--- src/rtl/mips_pkg.sv ---
// Shared MIPS pipeline definitions: LSU state encoding, alignment mask and
// exception codes also consumed by the CP0 block.
package mips_pkg;

  typedef enum logic [1:0] {
    LSU_IDLE = 2'd0,
    LSU_BUSY = 2'd1,
    LSU_DONE = 2'd2
  } lsu_state_t;

  localparam logic [1:0] WORD_ALIGN_MASK = 2'b11;

  // CP0 Cause.ExcCode values for data-side faults
  localparam logic [4:0] EXC_CODE_ADEL = 5'd4;
  localparam logic [4:0] EXC_CODE_ADES = 5'd5;
  localparam logic [4:0] EXC_CODE_DBE  = 5'd7;

  function automatic logic is_misaligned(input logic [1:0] addr_lo);
    return |(addr_lo & WORD_ALIGN_MASK);
  endfunction

endpackage

--- src/rtl/mem_stage_lsu_dmem_bus_fsm.sv ---
// Data-memory bus sequencer: req/ack handshake, timeout counter, load-data
// capture and bus-error flag for the MEM stage.
module dmem_bus_fsm
  import mips_pkg::*;
#(
  parameter int unsigned DATA_W  = 32,
  parameter int unsigned TIMEOUT = 16,
  parameter int unsigned CNT_W   = 5
) (
  input  logic              clk,
  input  logic              nrst,
  input  logic              i_mem_op,
  input  logic              i_we,
  input  logic [DATA_W-1:0] i_addr,
  input  logic [DATA_W-1:0] i_wdata,
  input  logic              i_dm_ack,
  input  logic [DATA_W-1:0] i_dm_rdata,
  output logic              o_dm_req,
  output logic              o_dm_we,
  output logic [DATA_W-1:0] o_dm_addr,
  output logic [DATA_W-1:0] o_dm_wdata,
  output logic              o_stall_req,
  output logic [DATA_W-1:0] o_rdata,
  output logic              o_buserr
);

  lsu_state_t        r_state;
  logic [CNT_W-1:0]  r_cnt;
  logic              r_dm_req;
  logic              r_dm_we;
  logic [DATA_W-1:0] r_dm_addr;
  logic [DATA_W-1:0] r_dm_wdata;
  logic [DATA_W-1:0] r_rdata;
  logic              r_buserr;
  logic              w_stall;

  always_ff @(posedge clk or negedge nrst) begin
    if (!nrst) begin
      r_state    <= LSU_IDLE;
      r_cnt      <= '0;
      r_dm_req   <= 1'b0;
      r_dm_we    <= 1'b0;
      r_dm_addr  <= '0;
      r_dm_wdata <= '0;
      r_rdata    <= '0;
      r_buserr   <= 1'b0;
    end else begin
      case (r_state)
        LSU_IDLE: begin
          if (i_mem_op) begin
            r_state    <= LSU_BUSY;
            r_dm_req   <= 1'b1;
            r_dm_we    <= i_we;
            r_dm_addr  <= i_addr;
            r_dm_wdata <= i_wdata;
            r_cnt      <= '0;
          end
        end
        LSU_BUSY: begin
          if (i_dm_ack) begin
            if (!r_dm_we) r_rdata <= i_dm_rdata;
            r_dm_req <= 1'b0;
            r_state  <= LSU_DONE;
          end else if (r_cnt == CNT_W'(TIMEOUT - 1)) begin
            // No ack within TIMEOUT BUSY cycles: abandon and flag the fault
            r_dm_req <= 1'b0;
            r_buserr <= 1'b1;
            r_state  <= LSU_DONE;
          end else begin
            r_cnt <= r_cnt + 1'b1;
          end
        end
        LSU_DONE: begin
          r_buserr <= 1'b0;
          r_state  <= LSU_IDLE;
        end
        default: r_state <= LSU_IDLE;
      endcase
    end
  end

  always_comb begin
    w_stall = 1'b0;
    if (r_state == LSU_BUSY) w_stall = 1'b1;
    else if (r_state == LSU_IDLE && i_mem_op) w_stall = 1'b1;
  end

  assign o_dm_req    = r_dm_req;
  assign o_dm_we     = r_dm_we;
  assign o_dm_addr   = r_dm_addr;
  assign o_dm_wdata  = r_dm_wdata;
  assign o_stall_req = w_stall;
  assign o_rdata     = r_rdata;
  assign o_buserr    = r_buserr;

endmodule

--- src/rtl/mem_stage_lsu.sv ---
// MIPS MEM stage: branch resolution, misalign/overflow squash, MEM/WB
// passthrough, and data-memory access through dmem_bus_fsm.
module mem_stage_lsu
  import mips_pkg::*;
#(
  parameter int unsigned DATA_W  = 32,
  parameter int unsigned TIMEOUT = 16,
  parameter int unsigned CNT_W   = 5
) (
  input  logic              clk,
  input  logic              nrst,
  input  logic              i_MEM_ctrl_MemRead,
  input  logic              i_MEM_ctrl_MemWrite,
  input  logic              i_MEM_ctrl_Branch,
  input  logic              i_MEM_data_Zero,
  input  logic              i_MEM_data_Overflow,
  input  logic [DATA_W-1:0] i_MEM_data_ALUOut,
  input  logic [DATA_W-1:0] i_MEM_data_RTData,
  input  logic [DATA_W-1:0] i_MEM_data_PCBranch,
  input  logic              i_WB_ctrl_Mem2Reg,
  input  logic              i_WB_ctrl_RegWrite,
  input  logic [4:0]        i_WB_data_RegAddrW,
  output logic              o_dm_req,
  output logic              o_dm_we,
  output logic [DATA_W-1:0] o_dm_addr,
  output logic [DATA_W-1:0] o_dm_wdata,
  input  logic              i_dm_ack,
  input  logic [DATA_W-1:0] i_dm_rdata,
  output logic              o_stall_req,
  output logic              o_pc_src,
  output logic [DATA_W-1:0] o_pc_branch,
  output logic [DATA_W-1:0] o_WB_data_MemData,
  output logic [DATA_W-1:0] o_WB_data_ALUOut,
  output logic              o_WB_ctrl_Mem2Reg,
  output logic              o_WB_ctrl_RegWrite,
  output logic [4:0]        o_WB_data_RegAddrW,
  output logic              o_exc_misalign,
  output logic              o_exc_buserr
);

  logic              w_access;
  logic              w_misalign;
  logic              w_mem_op;
  logic              w_buserr;
  logic [DATA_W-1:0] w_rdata;

  assign w_access   = i_MEM_ctrl_MemRead | i_MEM_ctrl_MemWrite;
  assign w_misalign = w_access & is_misaligned(i_MEM_data_ALUOut[1:0]);
  // Faulting ops retire without touching the bus
  assign w_mem_op   = w_access & ~i_MEM_data_Overflow & ~w_misalign;

  dmem_bus_fsm #(
    .DATA_W  (DATA_W),
    .TIMEOUT (TIMEOUT),
    .CNT_W   (CNT_W)
  ) u_bus (
    .clk         (clk),
    .nrst        (nrst),
    .i_mem_op    (w_mem_op),
    .i_we        (i_MEM_ctrl_MemWrite),
    .i_addr      (i_MEM_data_ALUOut),
    .i_wdata     (i_MEM_data_RTData),
    .i_dm_ack    (i_dm_ack),
    .i_dm_rdata  (i_dm_rdata),
    .o_dm_req    (o_dm_req),
    .o_dm_we     (o_dm_we),
    .o_dm_addr   (o_dm_addr),
    .o_dm_wdata  (o_dm_wdata),
    .o_stall_req (o_stall_req),
    .o_rdata     (w_rdata),
    .o_buserr    (w_buserr)
  );

  assign o_pc_src           = i_MEM_ctrl_Branch & i_MEM_data_Zero;
  assign o_pc_branch        = i_MEM_data_PCBranch;
  assign o_WB_data_MemData  = w_rdata;
  assign o_WB_data_ALUOut   = i_MEM_data_ALUOut;
  assign o_WB_ctrl_Mem2Reg  = i_WB_ctrl_Mem2Reg;
  assign o_WB_ctrl_RegWrite = i_WB_ctrl_RegWrite & ~i_MEM_data_Overflow
                              & ~w_misalign & ~w_buserr;
  assign o_WB_data_RegAddrW = i_WB_data_RegAddrW;
  assign o_exc_misalign     = w_misalign;
  assign o_exc_buserr       = w_buserr;

endmodule

--- config.mk ---
export PLATFORM = sky130hd
export DESIGN_NAME = mem_stage_lsu
export DESIGN_NICKNAME = d
export VERILOG_FILES = /design/src/rtl/mips_pkg.sv /design/src/rtl/mem_stage_lsu_dmem_bus_fsm.sv /design/src/rtl/mem_stage_lsu.sv
export SDC_FILE = /design/constraint.sdc
export NUM_CORES = 1
export LEC_CHECK = 0
export ABC_CLOCK_PERIOD_IN_PS = 2800
export CAP_MARGIN = 5
export CORE_AREA = 2 2 124 126
export DETAILED_ROUTE_END_ITERATION = 8
export DIE_AREA = 0 0 126 128
export PLACE_DENSITY = 0.73
export SETUP_SLACK_MARGIN = 0.3
export SYNTH_ARGS = -nofsm -noshare
export SYNTH_HDL_FRONTEND = slang
export SYNTH_SLANG_ARGS = --single-unit
export TNS_END_PERCENT = 1
--- constraint.sdc ---
create_clock -name clk -period 2.8 [get_ports clk]
set_clock_uncertainty 0.05 [all_clocks]
set_input_delay 0.28 -clock clk [delete_from_list [all_inputs] [get_ports clk]]
set_output_delay 0.28 -clock clk [all_outputs]
set_load 0.03 [all_outputs]
==> metrics.md <==
| Metric | Value |
|---|---|
| Result of the run | `complete, no violations` |
| DRC violation count after routing | `0` |
| Most common cell after layout, fill and taps aside | `clkdlybuf4s50_1` |
| Via count normalized by instance count | `4.55` |
| Aggregate global-route resource usage | `14.2%` |
| Sequential share of the synthesized area | `57.0%` |
| Number of global-route vias before repair | `3391` |
| Clock edge transition at the registers on the reported setup and hold paths | `70 ps` |
| Worst setup path category | `reg -> out` |
| Layout cells sized above 1 | `23.4%` |
| Leftover overflow at the end of global routing | `0` |
| Nets | `646` |
| Global-route wire length before repair | `17900 microns` |
| Max-slew violations | `0` |
| Power, Total | `0.00655 W` |
| Leak pwr | `2.87 nW` |
| Slew at the pin closest to its max-slew limit | `866 ps` |
| Unrepaired setup endpoints after global routing | `no` |
| Maximum VDD drop | `487 uV` |
| Antenna violations before repair | `0` |
| Power per cell area | `929 nW/um^2` |
| Post-DR wirelength/cell | `17.0 microns` |
| Most instantiated flip-flop cell in the synthesis netlist | `dfrtp_1` |
| H-tree depth | `3` |
| CP delay by family, top | `simple AND/OR/NAND/NOR gates` |
| Antenna viol nets, final | `0` |
| Worst-skew pair later-pin latency | `340 ps` |
| Max stage delay cell, worst path | `or4_1` |
| Routability congestion estimate | `0.790` |
| Vias | `3152` |
| Maximum operating frequency | `0.412 GHz` |
| Root buffer cell | `clkbuf_16` |
| Count of input and output buffers | `239` |
| Count of antenna diodes in the layout | `0` |
| CP startpoint kind | `flip-flop` |
| Number of buffers created by CTS | `9` |
| Average size of a mapped cell | `14.2 sq um` |
| Worst Slack Setup Final | `375 ps` |
| Final period utilization | `86.6%` |
| Number of synthesized flops with an enable pin | `0` |
| Post-synth net total | `473` |
| Placement Setup Slack | `265 ps` |
| Synthesis-stage register bit count | `106` |
| Number of detailed-routing iterations run before antenna repair | `4` |
| Layout fillers | `1344` |
| Final instance count without filler cells | `693` |
| Count of pins on the block boundary | `316` |
| # setup viols final | `0` |
| Maximum net fanout on the critical path | `7` |
| Std-Cell Core Area | `14900 sq um` |
| Worst EP arrival | `2090 ps` |
| Data required time at the worst endpoint | `2470 ps` |
| Die boundary height | `128 microns` |
| Starting utilization of the core area | `31.3%` |
| Accumulated negative setup slack | `0 ps` |
| Number of warning messages in the yosys log | `0` |
| Site row count | `45` |
| Die Footprint | `16100 sq um` |
| Cell area after synthesis | `4650 sq um` |
| Synthesized instance count | `328` |
| Number of violations reported at the end of detailed-routing iteration 0 | `111` |
| HPWL after detailed placement | `8920 microns` |
| Most used cells in the layout excluding fill and tap cells | `clkdlybuf4s50_1, dfrtp_1, mux2_2` |
| Maximum clock insertion buffer count | `2` |
| Cell chain of the critical path | `or4_1, o31ai_2, buf_12` |
| Worst hold-check slack | `435 ps` |
| Headroom to the max-slew limit | `41.8%` |
| Clock period minus final worst setup slack | `2420 ps` |
| Number of endpoints with negative hold slack in the final report | `0` |
| Biggest cell delay along the critical path | `710 ps` |
| Die X | `126 microns` |
| Sink Count | `106` |
| Largest net degree at the start of global routing | `67` |
| Cell Count Post-Placement | `677` |
| Area added between synthesis and finish | `51.5%` |
| Kind of end point of the critical path | `output pin` |
| Number of max-cap violations | `0` |
| Count of distinct cell types in the synthesized netlist | `31` |
| Synth async-reset ratio | `100%` |
| TritonCTS clock tree | `built` |
| Buf/Inv on CP | `1` |
| Final WL | `11800 microns` |
| Worst hold path type | `reg -> reg` |
path summary, 6_finish.rpt:
kind	start	endpoint	slack, ps	depth (start not counted)
max reg2reg	u_bus.r_state[1]$_DFFE_PN0P_	u_bus.o_dm_wdata[12]$_DFFE_PN0P_	490	4
min in group asynchronous	nrst	u_bus.o_rdata[11]$_DFFE_PN0P_	480	2
min reg2reg	u_bus.o_rdata[6]$_DFFE_PN0P_	u_bus.o_rdata[6]$_DFFE_PN0P_	440	1
max	u_bus.r_state[1]$_DFFE_PN0P_	o_stall_req	380	3
max in group asynchronous	nrst	u_bus.o_dm_addr[28]$_DFFE_PN0P_	1500	3
min	u_bus.o_rdata[6]$_DFFE_PN0P_	u_bus.o_rdata[6]$_DFFE_PN0P_	440	1
registers in the layout, indices dropped and copies added, names as in the netlist:
signal,count
u_bus.o_dm_addr,32
u_bus.o_dm_wdata,32
u_bus.o_rdata,32
u_bus.r_cnt,5
u_bus.r_state,2
u_bus.o_buserr,1
u_bus.o_dm_req,1
u_bus.o_dm_we,1
cell usage after synthesis, drive strengths merged (2+ instances only):
library cell | n | share of area [%]
inv | 2 | 0.16
o21ai | 6 | 0.65
and3 | 2 | 0.27
nand2b | 3 | 0.40
nor2b | 2 | 0.27
nor2 | 5 | 0.40
nor4b | 2 | 0.38
buf | 81 | 13
ha | 2 | 0.54
nor3 | 3 | 0.57
nand2 | 2 | 0.16
mux2 | 95 | 23
dfrtp | 106 | 57
mux2i | 4 | 0.86
repair_timing:
item	CTS	global route
buffers inserted	0	0
endpoints found under the hold margin	52	0
hold buffers	1	0
setup endpoints to repair	1	0
gates resized for setup	1	0
report_power, final:
part / internal [W] / leakage, nW / switching, W
sequential: 0.00204 / 1.28 / 0.000285
combinational: 0.00139 / 1.44 / 0.00155
clock: 0.000737 / 0.148 / 0.000545
cell families (layout without fill, tap and decap cells):
group | after synthesis | in the layout | synth area share [%]
AOI/OAI and AO/OA | 13 | 13 | 1.83
buffers and inverters | 84 | 261 | 13.4
xor gates and xnor gates | 1 | 1 | 0.188
adders and majority gates | 2 | 2 | 0.538
and+or+nand+nor | 23 | 23 | 3.15
DFF | 106 | 106 | 57.0
muxes | 99 | 99 | 23.9
metrics by stage:
step / area (sq um) / util, %
after floorplan: 4650 / -
after global placement: 6730 / 45.3
after detailed placement: 6730 / 45.3
after CTS: 7050 / 47.4
final: 7050 / 47.4
after global routing: 7050 / 47.4
routing by layer:
metal	track usage (%)	vias to the layer above	part of all wire, %
li1	-	1410	-
met2	25.3	174	53
met1	14.8	1553	35
met4	6.27	0	2.0
met3	5.84	15	9.7
met5	0	-	0
worst reg2reg max path, stage by stage (launching register included):
cell	delay [ps]
dfrtp_1	460
or4_1	710
nor3_4	210
buf_12	340
mux2_2	430
final cells by class:
| class | count | area, sq um | share of cell area, % |
|---|---|---|---|
| clock buffer | 11 | 253 | 3.59 |
| clock inverter | 4 | 51.3 | 0.728 |
| inverter | 2 | 7.51 | 0.107 |
| multi-input combinational | 138 | 1390 | 19.7 |
| sequential | 106 | 2650 | 37.6 |
| tap | 188 | 235 | 3.34 |
| timing repair buffer | 244 | 2460 | 34.9 |
(Power assumes the default switching activity.)
